[src/rtl/clk_rst_monitor.sv]
// clk_rst_monitor: measures the period of an asynchronous monitored clock and
// the low width of an asynchronous monitored reset, in sys_clk cycles, and
// raises sticky flags for out-of-range periods, clock loss and short resets.
module clk_rst_monitor #(
  parameter int CNT_W          = 16,
  parameter int MIN_PERIOD     = 4,
  parameter int MAX_PERIOD     = 16,
  parameter int MIN_RST_CYCLES = 10
) (
  input  logic             sys_clk,
  input  logic             sys_rst,
  input  logic             mon_en,
  input  logic             mon_clk,
  input  logic             mon_rst_n,
  input  logic             clr_err,
  output logic [CNT_W-1:0] period,
  output logic             period_vld,
  output logic [CNT_W-1:0] rst_width,
  output logic             rst_width_vld,
  output logic             clk_alive,
  output logic             err_period,
  output logic             err_timeout,
  output logic             err_rst_short
);

  localparam logic [CNT_W-1:0] L_MIN_P = CNT_W'(MIN_PERIOD);
  localparam logic [CNT_W-1:0] L_MAX_P = CNT_W'(MAX_PERIOD);
  localparam logic [CNT_W-1:0] L_MIN_R = CNT_W'(MIN_RST_CYCLES);

  typedef enum logic {C_IDLE, C_MEASURE} cst_t;
  typedef enum logic {R_RUN, R_IN_RST}   rst_t;

  logic             r_clk_s1, r_clk_s2, r_clk_h;
  logic             r_rst_s1, r_rst_s2, r_rst_h;
  cst_t             r_cst, w_cst_nxt;
  rst_t             r_rst, w_rst_nxt;
  logic [CNT_W-1:0] r_pcnt, r_rcnt;
  logic [CNT_W-1:0] r_period, r_rst_width;
  logic             r_period_vld, r_rst_width_vld, r_alive;
  logic             r_err_period, r_err_timeout, r_err_rst_short;

  logic w_clk_rise, w_rst_deassert, w_timeout;
  logic w_pmeas, w_perr, w_rst_entry, w_rmeas, w_rshort;

  assign w_clk_rise     = r_clk_s2 & ~r_clk_h;
  assign w_rst_deassert = r_rst_s2 & ~r_rst_h;

  // Synchronizers plus history flops; clock idles low, reset idles high
  always_ff @(posedge sys_clk) begin
    if (sys_rst) begin
      r_clk_s1 <= 1'b0; r_clk_s2 <= 1'b0; r_clk_h <= 1'b0;
      r_rst_s1 <= 1'b1; r_rst_s2 <= 1'b1; r_rst_h <= 1'b1;
    end else begin
      r_clk_s1 <= mon_clk;   r_clk_s2 <= r_clk_s1; r_clk_h <= r_clk_s2;
      r_rst_s1 <= mon_rst_n; r_rst_s2 <= r_rst_s1; r_rst_h <= r_rst_s2;
    end
  end

  // Clock FSM next state; a rise in the threshold cycle beats the timeout
  always_comb begin
    w_cst_nxt = r_cst;
    w_timeout = 1'b0;
    if (!mon_en) begin
      w_cst_nxt = C_IDLE;
    end else begin
      case (r_cst)
        C_IDLE:    if (w_clk_rise) w_cst_nxt = C_MEASURE;
        C_MEASURE: if (!w_clk_rise && r_pcnt == L_MAX_P) begin
                     w_timeout = 1'b1;
                     w_cst_nxt = C_IDLE;
                   end
        default:   w_cst_nxt = C_IDLE;
      endcase
    end
  end

  // Reset FSM next state
  always_comb begin
    w_rst_nxt = r_rst;
    if (!mon_en) begin
      w_rst_nxt = R_RUN;
    end else begin
      case (r_rst)
        R_RUN:    if (!r_rst_s2) w_rst_nxt = R_IN_RST;
        R_IN_RST: if (w_rst_deassert) w_rst_nxt = R_RUN;
        default:  w_rst_nxt = R_RUN;
      endcase
    end
  end

  // Measurement events, evaluated in the cycle they are detected
  always_comb begin
    w_pmeas     = mon_en && (r_cst == C_MEASURE) && w_clk_rise;
    w_perr      = w_pmeas && ((r_pcnt < L_MIN_P) || (r_pcnt > L_MAX_P));
    w_rst_entry = mon_en && (r_rst == R_RUN) && !r_rst_s2;
    w_rmeas     = mon_en && (r_rst == R_IN_RST) && w_rst_deassert;
    w_rshort    = w_rmeas && (r_rcnt < L_MIN_R);
  end

  // State registers
  always_ff @(posedge sys_clk) begin
    if (sys_rst) begin
      r_cst <= C_IDLE;
      r_rst <= R_RUN;
    end else begin
      r_cst <= w_cst_nxt;
      r_rst <= w_rst_nxt;
    end
  end

  // Period counter: cycles since last rise, saturating
  always_ff @(posedge sys_clk) begin
    if (sys_rst || !mon_en)  r_pcnt <= '0;
    else if (w_clk_rise)     r_pcnt <= CNT_W'(1);
    else if (!(&r_pcnt))     r_pcnt <= r_pcnt + 1'b1;
  end

  // Reset-width counter: 1 in the entry cycle, counts while in IN_RST
  always_ff @(posedge sys_clk) begin
    if (sys_rst || !mon_en)  r_rcnt <= '0;
    else if (w_rst_entry)    r_rcnt <= CNT_W'(1);
    else if (r_rst == R_IN_RST) begin
      if (!(&r_rcnt))        r_rcnt <= r_rcnt + 1'b1;
    end else                 r_rcnt <= '0;
  end

  // Captured results, valid pulses and liveness
  always_ff @(posedge sys_clk) begin
    if (sys_rst) begin
      r_period        <= '0;
      r_rst_width     <= '0;
      r_period_vld    <= 1'b0;
      r_rst_width_vld <= 1'b0;
      r_alive         <= 1'b0;
    end else begin
      r_period_vld    <= w_pmeas;
      r_rst_width_vld <= w_rmeas;
      if (w_pmeas) r_period    <= r_pcnt;
      if (w_rmeas) r_rst_width <= r_rcnt;
      if (!mon_en || w_timeout)   r_alive <= 1'b0;
      else if (w_pmeas && !w_perr) r_alive <= 1'b1;
    end
  end

  // Sticky errors; a new event outranks a same-cycle clear
  always_ff @(posedge sys_clk) begin
    if (sys_rst) begin
      r_err_period    <= 1'b0;
      r_err_timeout   <= 1'b0;
      r_err_rst_short <= 1'b0;
    end else begin
      r_err_period    <= w_perr    | (r_err_period    & ~clr_err);
      r_err_timeout   <= w_timeout | (r_err_timeout   & ~clr_err);
      r_err_rst_short <= w_rshort  | (r_err_rst_short & ~clr_err);
    end
  end

  assign period        = r_period;
  assign period_vld    = r_period_vld;
  assign rst_width     = r_rst_width;
  assign rst_width_vld = r_rst_width_vld;
  assign clk_alive     = r_alive;
  assign err_period    = r_err_period;
  assign err_timeout   = r_err_timeout;
  assign err_rst_short = r_err_rst_short;

endmodule

[config.mk]
export PLATFORM = sky130hd
export DESIGN_NAME = clk_rst_monitor
export DESIGN_NICKNAME = d
export VERILOG_FILES = /design/src/rtl/clk_rst_monitor.sv
export SDC_FILE = /design/constraint.sdc
export NUM_CORES = 1
export LEC_CHECK = 0
export ABC_AREA = 0
export CAP_MARGIN = 10
export CORE_MARGIN = 4
export CORE_UTILIZATION = 58
export DETAILED_ROUTE_END_ITERATION = 8
export PLACE_DENSITY = 0.94
export SYNTH_ARGS = -nofsm -noshare
export SYNTH_HDL_FRONTEND = slang
export SYNTH_SLANG_ARGS = --single-unit
[constraint.sdc]
create_clock -name sys_clk -period 3.5 [get_ports sys_clk]
set_input_delay 0.7 -clock sys_clk [delete_from_list [all_inputs] [get_ports sys_clk]]
set_output_delay 0.7 -clock sys_clk [all_outputs]
set_load 0.02 [all_outputs]
==> summary.txt, run 1 <==
Synthesis
  • Synthesized flop and latch total: 78
  • Register area share after synthesis: 47.2%
  • Yosys cell types: 50
  • Post-synth top flop: dfxtp_1
  • Number of synthesized flops with an enable pin: 0
  • Yosys warnings: 0
  • Synth Area per Inst: 8.38 µm²
  • Post-Synthesis Cells: 395
  • Post-Syn Area: 0.00331 mm²
  • Async set or reset register ratio after synthesis: 0%
  • Syn_nets: 404

Power
  • Comb pwr share: 2.0%
  • Maximum VDD drop: 0.258 mV
  • Sw Pwr: 0.341 mW
  • Sw Share: 19.4%
  • Internal power: 1.42 mW
  • Seq pwr share: 51.0%
  • Leakage: 1.34 nW
  • Power Density: 440 mW/mm²
  • Clock power share: 47.0%
  • Pwr Total: 1.76 mW

GRT
  • Vias in the first global route: 2,720
  • Total Routing Usage GR: 22.7%
  • Antenna violations before repair: 0
  • First-pass GRT wire length: 12,800 µm
  • Pin count of the biggest net entering global routing: 24
  • GRT Residual Overflow: 0

Place
  • Port Buf Inserts: 43
  • Setup WS pre-CTS: 806 ps
  • Placed cell area: 0.00374 mm²
  • Placed cell count: 489
  • DP HPWL: 5370 µm
  • RePlAce Congestion: 0.986

Worst setup path
  • Cell Chain, Critical Path: clkdlybuf4s50_1 > buf_4 > nor2b_1 > nand2_1 > or4_1 > nand2_1
  • CP top delay family: simple AND/OR/NAND/NOR gates
  • Crit path largest cell delay: 570 ps
  • Worst EP arrival: 2630 ps
  • Crit-path slowest cell: or4_1
  • Critical Path Most Common Cell: nand2_1
  • Worst R2R Setup Slack: 1390 ps
  • WS Path Type: in -> reg
  • Worst Path Required: 3800 ps
  • CP Launch Type: input port
  • Worst path bufs/invs: 2
  • Critical path peak fanout: 22
  • CP endpoint kind: flip-flop

CTS
  • CTS hold repair buffers: 0
  • Inserted Clock Buffers: 9
  • Post-CTS Setup Bufs: 0
  • CTS tree: done
  • H-tree depth: 3
  • CTS Root Cell: clkbuf_8
  • Clock latency on the worst-skew pair: 350 ps
  • Resized cells post-CTS: 0
  • CTS clk-pin slew, worst paths: 80 ps
  • Clock buffer depth: 2
  • CTS Sinks: 78

Final layout
  • ANT cells: 0
  • Non-filler cells, final: 505
  • Layout cells sized above 1: 6.93%
  • Most common cell after layout, fill and taps aside: nand2_1
  • Fin util: 72.5%
  • Most frequent cells in the layout: 82 x nand2_1, 78 x dfxtp_1, 44 x a21oi_1
  • Post-Layout Inst Area: 0.00399 mm²
  • Area Overhead vs Synth: 20.7%
  • Nets: 437

Detailed routing
  • DR DRC count: 0
  • DR vias: 3,090
  • Vias per cell: 6.12
  • DR WL/cell: 15.6 µm
  • Final wirelength: 7870 µm
  • DR iter-0 viols: 282
  • Routed Antenna Nets: 0
  • Pre-antenna DRT Iters: 6

Floorplanning
  • Total I/O pin count: 44
  • Die Y: 83.5 µm
  • Core Footprint: 0.00551 mm²
  • Die ar.: 0.00698 mm²
  • Die W: 83.5 µm
  • Initial core utilization: 60.1%
  • Site Rows: 27

STA
  • Fin. max-slew vios: 0
  • RSZ-0062 raised after global routing: no
  • Hold_ws: 413 ps
  • Setup Viol. Count Final: 0
  • Fin crit share: 66.7%
  • Worst Tran Pin Value: 741 ps
  • Relative slew slack: 50.2%
  • Post-route setup slack: 1170 ps
  • Final Critical Period: 2330 ps
  • FMAX: 429 MHz
  • Final setup TNS: 0 ps
  • Final Skew: 6.58 ps
  • Final hold vios: 0

Outcome
  • Status: finished clean

Run
  • Max Cap Viol: 0

Hold path
  • Worst hold-check path type: reg -> reg
## metal layers
| layer | GRT usage, % | vias to the layer above | share of wire, % |
|---|---|---|---|
| met3 | 5.23 | 26 | 8.3 |
| met2 | 36.1 | 142 | 45 |
| met5 | 0 | - | 0 |
| met1 | 29.3 | 1436 | 44 |
| met4 | 10.5 | 0 | 2.5 |
| li1 | - | 1486 | - |
## final timing paths
kind	endpoint	cells after the start	startpoint
setup / recovery	r_rcnt[10]$_SDFFE_PP0N_	6	sys_rst
hold / removal	r_rst_s2$_SDFF_PP1_	1	r_rst_s1$_SDFF_PP1_
setup reg to reg	r_rcnt[1]$_SDFFE_PP0N_	5	r_rcnt[0]$_SDFFE_PP0P_
hold reg to reg	r_rst_s2$_SDFF_PP1_	1	r_rst_s1$_SDFF_PP1_
## power groups by stage
stage                     Sequential [mW]  Combinational [mW]  Clock, mW
after detailed placement            0.917              0.0338          0
after global placement              0.917              0.0328          0
after CTS                           0.896              0.0341      0.838
after global routing                0.897              0.0382      0.875
after floorplan                     0.916              0.0221          0
final                               0.897              0.0347      0.828
## worst register-to-register path: stages (launching register included)
cell	delay [ps]
dfxtp_1	450
ha_1	280
nand4_1	200
nor4_4	720
mux2i_1	280
nor2_1	60
## flip-flops by register name, summed over array words and instances, names as in the netlist, 16 cells and up
signal and count:
period 16, r_pcnt 16, r_rcnt 16, rst_width 16
## cell type report
| type | instances | area [µm²] |
|---|---|---|
| multi-input cells | 287 | 1620 |
| flip-flops and latches | 78 | 1560 |
| inverters | 7 | 26.3 |
| clock buffers | 13 | 159 |
| well taps | 72 | 90.1 |
| clock inverters | 3 | 90.1 |
| fillers | 385 | 1510 |
| repair buffers | 45 | 445 |
## kinds of logic after synthesis
kind of cell | synth area share, %
AO/OA/AOI/OAI | 17.1
buffers and inverters | 3.82
XOR/XNOR | 0.265
flip-flops | 47.2
AND/OR/NAND/NOR | 29.6
adder cells (fa/ha/maj) | 1.13
multiplexers | 0.907
## synth_stat cells, types with 3 or more instances
cell | instances | area [µm²]
nor3_1 | 8 | 40.0
o21ai_0 | 9 | 45.0
clkbuf_1 | 14 | 52.6
nor4_1 | 6 | 37.5
a21oi_1 | 44 | 220
nand2_1 | 82 | 308
inv_1 | 7 | 26.3
and3_1 | 11 | 68.8
nand4_1 | 11 | 68.8
buf_2 | 8 | 40.0
mux2i_1 | 3 | 30.0
a31oi_1 | 16 | 100
nor2b_1 | 7 | 43.8
and2_1 | 4 | 25.0
or2_2 | 3 | 18.8
a211oi_1 | 7 | 52.6
and4_1 | 4 | 35.0
or3_1 | 4 | 25.0
ha_1 | 3 | 37.5
o21ai_1 | 3 | 15.0
nor2_1 | 16 | 60.1
dfxtp_1 | 78 | 1560
nand3_1 | 12 | 60.1
Note: power is estimated with default switching activity, not from simulation.
==> inputs of run 2 (changes only) <==
- CORE_UTILIZATION: 58 -> 54
- PLACE_DENSITY: 0.94 -> 0.89
- clock period: 3.5 -> 2.44 ns (I/O delays scaled with it)
==> run 2 against run 1 <==
Against the previous run:
- register-to-register slack worse by 960 ps
- final cell count rose by 2.0%
- setup slack lost 740 ps
- total power grew 27%
- clock power rose by 8.5%
- largest cell class unchanged
- count of clock-buffer cells in the layout is 1 lower
- highest routed layer unchanged
- clock skew shrank 0.73 ps
- design area down 0.19%
- sequential power rose by 44%
- die area rose by 6.7%
- worst hold slack better by 2.4 ps
==> summary.txt, run 2 (synthesis results as in run 1) <==
Outcome
  • Status: finished clean (unchanged)

Power
  • Sw Pwr: 0.491 mW (was 0.341 mW)
  • Sw Share: 22.0% (was 19.4%)
  • Internal power: 1.74 mW (was 1.42 mW)
  • Seq pwr share: 57.5% (was 51.0%)
  • Clock power share: 40.2% (was 47.0%)
  • Comb pwr share: 2.3% (was 2.0%)
  • Power Density: 561 mW/mm² (was 440 mW/mm²)
  • Leakage: 1.35 nW (was 1.34 nW)
  • Maximum VDD drop: 0.371 mV (was 0.258 mV)

STA
  • Fin. max-slew vios: 0 (unchanged)
  • RSZ-0062 raised after global routing: no (unchanged)
  • Relative slew slack: 64.1% (was 50.2%)
  • Final hold vios: 0 (unchanged)
  • Final Critical Period: 2010 ps
  • Fin crit share: 82.4%
  • Worst Tran Pin Value: 535 ps (was 741 ps)
  • FMAX: 497 MHz
  • Final Skew: 5.85 ps (was 6.58 ps)
  • Final setup TNS: 0 ps (unchanged)
  • Setup Viol. Count Final: 0 (unchanged)
  • Hold_ws: 415 ps (was 413 ps)

Worst setup path
  • Cell Chain, Critical Path: ha_1 > nand4_1 > nor4_4 > buf_4 > mux2i_1 > nor2_1 (was clkdlybuf4s50_1 > buf_4 > nor2b_1 > nand2_1 > or4_1 > nand2_1)
  • WS Path Type: reg -> reg (was in -> reg)
  • Crit path from: r_rcnt[0]$_SDFFE_PP0P_ (was sys_rst)
  • Critical path peak fanout: 8 (was 22)
  • Worst R2R Setup Slack: 430 ps (was 1390 ps)
  • Crit-path slowest cell: dfxtp_1 (was or4_1)
  • Critical path depth: 6 (unchanged)
  • Crit path largest cell delay: 460 ps (was 570 ps)
  • Worst Path Required: 2690 ps (was 3800 ps)
  • Worst path bufs/invs: 1 (was 2)
  • Worst EP arrival: 2260 ps (was 2630 ps)
  • Reg2reg start: r_rcnt[0]$_SDFFE_PP0P_ (unchanged)
  • CP endpoint kind: flip-flop (unchanged)
  • Reg2Reg Depth: 6 (was 5)
  • Crit path to: r_rcnt[1]$_SDFFE_PP0N_ (was r_rcnt[10]$_SDFFE_PP0N_)
  • CP top delay family: simple AND/OR/NAND/NOR gates (unchanged)
  • CP Launch Type: flip-flop (was input port)
  • Reg-to-Reg End: r_rcnt[1]$_SDFFE_PP0N_ (unchanged)

CTS
  • Resized cells post-CTS: 0 (unchanged)
  • CTS tree: done (unchanged)
  • H-tree depth: 3 (unchanged)
  • Inserted Clock Buffers: 9 (unchanged)
  • CTS Sinks: 78 (unchanged)
  • Post-CTS Setup Bufs: 0 (unchanged)
  • Clock latency on the worst-skew pair: 350 ps (about the same)
  • CTS Root Cell: clkbuf_8 (unchanged)
  • Clock buffer depth: 2 (unchanged)
  • CTS clk-pin slew, worst paths: 70 ps (was 80 ps)
  • CTS hold repair buffers: 0 (unchanged)

Final layout
  • Area occupied by multi-input gates: 0.00162 mm² (unchanged)
  • Register area: 0.00156 mm² (unchanged)
  • Layout cells sized above 1: 8.86% (was 6.93%)
  • Nets: 444 (was 437)
  • Fin util: 67.3% (was 72.5%)
  • Most common cell after layout, fill and taps aside: nand2_1 (unchanged)
  • Most frequent cells in the layout: 82 x nand2_1, 78 x dfxtp_1, 44 x a21oi_1 (unchanged)
  • Fill count: 468 (was 385)
  • ANT cells: 0 (unchanged)
  • Area Overhead vs Synth: 20.5% (was 20.7%)

Floorplanning
  • Die Y: 86.3 µm (was 83.5 µm)
  • Die W: 86.3 µm (was 83.5 µm)
  • Site Rows: 28 (was 27)
  • Core Footprint: 0.00592 mm² (was 0.00551 mm²)
  • Die ar.: 0.00745 mm² (was 0.00698 mm²)
  • Initial core utilization: 55.9% (was 60.1%)
  • Total I/O pin count: 44 (unchanged)

Run
  • Max Cap Viol: 0 (unchanged)

Detailed routing
  • DR DRC count: 0 (unchanged)
  • Routed Antenna Nets: 0 (unchanged)
  • DR vias: 3,149 (was 3,090)
  • Pre-antenna DRT Iters: 5 (was 6)
  • DR WL/cell: 15.6 µm (about the same)
  • DR iter-0 viols: 270 (was 282)
  • Final wirelength: 8030 µm (was 7870 µm)
  • Vias per cell: 6.11 (was 6.12)

GRT
  • Vias in the first global route: 2,844 (was 2,720)
  • Total Routing Usage GR: 22.5% (was 22.7%)
  • First-pass GRT wire length: 13,200 µm (was 12,800 µm)
  • GRT Residual Overflow: 0 (unchanged)
  • Antenna violations before repair: 0 (unchanged)
  • Pin count of the biggest net entering global routing: 37 (was 24)

Place
  • RePlAce Congestion: 0.925 (was 0.986)
  • DP HPWL: 5600 µm (was 5370 µm)
  • Port Buf Inserts: 43 (unchanged)

Hold path
  • Worst hold-check path type: reg -> reg (unchanged)
run 2: changes by cell type in the layout (fill, tap and decap cells not counted):
cell	change
clkinv_2	+4
clkbuf_1	-2
bufinv_16	-3
clkbuf_8	+1
buf_4	+7
run 2: power groups by stage:
stage	logic, mW	registers (mW)	clock network (mW)
2_1_floorplan	0.0317	1.31	0
6_report	0.0517	1.29	0.898
5_1_grt	0.0566	1.29	0.971
4_1_cts	0.0514	1.29	0.909
3_5_place_dp	0.0507	1.32	0
3_3_place_gp	0.0488	1.32	0
run 2: how the worst min path moves through the flow:
stage | startpoint | to | depth (start not counted)
final | r_rst_s1$_SDFF_PP1_ | r_rst_s2$_SDFF_PP1_ | 1
after CTS | r_rst_s1$_SDFF_PP1_ | r_rst_s2$_SDFF_PP1_ | 1
after global placement | r_rst_s1$_SDFF_PP1_ | r_rst_s2$_SDFF_PP1_ | 1
after floorplan | r_rst_s1$_SDFF_PP1_ | r_rst_s2$_SDFF_PP1_ | 1
after global routing | r_rst_s1$_SDFF_PP1_ | r_rst_s2$_SDFF_PP1_ | 1
after detailed placement | r_rst_s1$_SDFF_PP1_ | r_rst_s2$_SDFF_PP1_ | 1
run 2: per-stage QoR:
stage / cells / setup slack [ps] / total power, mW / cell area, µm²
finish: 515 / 429 / 2.24 / 3990
global route: 515 / 285 / 2.31 / 3990
CTS: 515 / 453 / 2.25 / 3990
detailed placement: 499 / 377 / 1.37 / 3800
global placement: 499 / 441 / 1.36 / 3800
floorplan: 395 / 801 / 1.34 / 3310
run 2: final cells by class:
class | count | share of cell area (%)
multi-input combinational | 287 | 40.7
clock inverter | 4 | 0.502
tap | 75 | 2.35
timing repair buffer | 52 | 12.5
sequential | 78 | 39.2
inverter | 7 | 0.659
clock buffer | 12 | 4.14
run 2: layer usage:
layer	track usage (%)	up-vias	routed length, µm
met4	13.7	0	284
met5	0	-	0
li1	-	1498	-
met1	29.3	1481	3510
met3	5.04	27	582
met2	34.0	143	3650
==> inputs of run 3 (changes only) <==
- clock period: 2.44 -> 2 ns (I/O delays scaled with it)
==> run 3 against run 2 <==
Against the previous run:
- clock power up 43%
- combinational power is 37% higher
- utilization grew 1.4 points
- setup slack got worse by 190 ps
- flip-flop and latch count did not move
- clock skew is 1.1 ps higher
- critical path depth stayed put
- fmax rose by 14%
==> summary.txt, run 3 (synthesis results as in run 1) <==
Floorplanning
  • Die W: 86.3 µm (unchanged)
  • Die Y: 86.3 µm (unchanged)
  • Die ar.: 0.00745 mm² (unchanged)
  • Total I/O pin count: 44 (unchanged)
  • Initial core utilization: 55.9% (unchanged)
  • Core Footprint: 0.00592 mm² (unchanged)
  • Site Rows: 28 (unchanged)

Outcome
  • Status: finished clean (unchanged)

Final layout
  • Most frequent cells in the layout: 82 x nand2_1, 78 x dfxtp_1, 44 x a21oi_1 (unchanged)
  • ANT cells: 0 (unchanged)
  • Most common cell after layout, fill and taps aside: nand2_1 (unchanged)
  • Nets: 451 (was 444)
  • Area Overhead vs Synth: 22.9% (was 20.5%)
  • Layout cells sized above 1: 9.84% (was 8.86%)
  • Fin util: 68.7% (was 67.3%)

Power
  • Leakage: 1.40 nW (was 1.35 nW)
  • Maximum VDD drop: 0.491 mV (was 0.371 mV)
  • Power Density: 716 mW/mm² (was 561 mW/mm²)

CTS
  • CTS Sinks: 78 (unchanged)
  • CTS Root Cell: clkbuf_8 (unchanged)
  • Resized cells post-CTS: 0 (unchanged)
  • Inserted Clock Buffers: 9 (unchanged)
  • Clock latency on the worst-skew pair: 340 ps (was 350 ps)
  • CTS hold repair buffers: 0 (unchanged)
  • CTS clk-pin slew, worst paths: 80 ps (was 70 ps)
  • CTS tree: done (unchanged)
  • Clock buffer depth: 2 (unchanged)
  • H-tree depth: 3 (unchanged)
  • Post-CTS Setup Bufs: 0 (unchanged)

Worst setup path
  • CP Launch Type: flip-flop (unchanged)
  • Reg-to-Reg End: r_rcnt[1]$_SDFFE_PP0N_ (unchanged)
  • Critical path peak fanout: 8 (unchanged)
  • Reg2reg start: r_rcnt[1]$_SDFFE_PP0N_ (was r_rcnt[0]$_SDFFE_PP0P_)
  • Worst EP arrival: 2000 ps (was 2260 ps)
  • CP top delay family: simple AND/OR/NAND/NOR gates (unchanged)
  • WS Path Type: reg -> reg (unchanged)
  • Crit-path slowest cell: dfxtp_1 (unchanged)
  • CP endpoint kind: flip-flop (unchanged)
  • Crit path largest cell delay: 430 ps (was 460 ps)
  • Cell Chain, Critical Path: ha_1 > nand4_1 > nor4_4 > buf_4 > mux2i_1 > nor2_1 (unchanged)
  • Worst Path Required: 2240 ps (was 2690 ps)
  • Worst R2R Setup Slack: 240 ps (was 430 ps)
  • Worst path bufs/invs: 1 (unchanged)
  • Reg2Reg Depth: 6 (unchanged)

STA
  • Fin crit share: 88.1% (was 82.4%)
  • Setup Viol. Count Final: 0 (unchanged)
  • Final setup TNS: 0 ps (unchanged)
  • RSZ-0062 raised after global routing: no (unchanged)
  • Final hold vios: 0 (unchanged)
  • Fin. max-slew vios: 0 (unchanged)
  • Worst Tran Pin Value: 519 ps (was 535 ps)
  • Final Skew: 6.99 ps (was 5.85 ps)
  • FMAX: 568 MHz (was 497 MHz)
  • Final Critical Period: 1760 ps (was 2010 ps)
  • Relative slew slack: 65.1% (was 64.1%)

Detailed routing
  • DR DRC count: 0 (unchanged)
  • DR WL/cell: 14.9 µm (was 15.6 µm)
  • DR iter-0 viols: 218 (was 270)
  • Pre-antenna DRT Iters: 5 (unchanged)
  • Routed Antenna Nets: 0 (unchanged)
  • Vias per cell: 5.99 (was 6.11)
  • Final wirelength: 7770 µm (was 8030 µm)
  • DR vias: 3,125 (was 3,149)

Hold path
  • Worst hold-check path type: reg -> reg (unchanged)
  • HP Start: r_rst_s1$_SDFF_PP1_ (unchanged)
  • Hold Crit Depth: 1 (unchanged)
  • WHS Endpoint: r_rst_s2$_SDFF_PP1_ (unchanged)

Run
  • Max Cap Viol: 0 (unchanged)

GRT
  • Antenna violations before repair: 0 (unchanged)
  • First-pass GRT wire length: 12,600 µm (was 13,200 µm)
  • Pin count of the biggest net entering global routing: 32 (was 37)
  • Total Routing Usage GR: 21.1% (was 22.5%)
  • GRT Residual Overflow: 0 (unchanged)
  • Vias in the first global route: 2,792 (was 2,844)

Place
  • RePlAce Congestion: 0.935 (was 0.925)
  • Port Buf Inserts: 43 (unchanged)
  • DP HPWL: 5540 µm (was 5600 µm)
[run 3: layout make-up]
cell class                      count  area [µm²]
Clock inverter                      4        70.1
Multi-Input combinational cell    287        1620
Inverter                            7        26.3
Fill cell                         458        1850
Sequential cell                    78        1560
Timing Repair Buffer               59         551
Tap cell                           75        93.8
Clock buffer                       12         145
[run 3: layer usage]
layer  vias to the layer above  wire length [µm]  GRT usage [%]
li1                       1512                 -              -
met1                      1454              3420           27.8
met2                       144              3580           32.4
met3                        15               637           5.51
met4                         0               130           9.77
met5                         -                 0              0
[run 3: report_power, final]
part | internal (mW) | switching (mW)
combinational | 0.0288 | 0.0420
clock | 0.734 | 0.543
sequential | 1.56 | 0.00512
[run 3: worst max path at each step]
stage,start,cells past startpoint,slack [ps],end
CTS,r_rcnt[1]$_SDFFE_PP0N_,6,240,r_rcnt[1]$_SDFFE_PP0N_
global placement,mon_en,5,160,r_pcnt[14]$_SDFFE_PP0N_
finish,r_rcnt[1]$_SDFFE_PP0N_,6,240,r_rcnt[1]$_SDFFE_PP0N_
global route,r_rcnt[1]$_SDFFE_PP0N_,6,50,r_rcnt[1]$_SDFFE_PP0N_
detailed placement,mon_en,5,110,r_pcnt[5]$_SDFFE_PP0N_
floorplan,r_rcnt[1]$_SDFFE_PP0N_,6,360,r_rcnt[1]$_SDFFE_PP0N_
[run 3: through the flow]
stage | cells | setup WS (ps) | area [µm²] | power, mW | hold slack (ps)
after floorplan | 395 | 361 | 3310 | 1.64 | 389
after global placement | 506 | 156 | 3850 | 1.67 | 391
after detailed placement | 506 | 108 | 3850 | 1.67 | 396
after CTS | 522 | 238 | 4070 | 2.93 | 414
after global routing | 522 | 54.2 | 4070 | 3.01 | 422
final | 522 | 239 | 4070 | 2.91 | 415
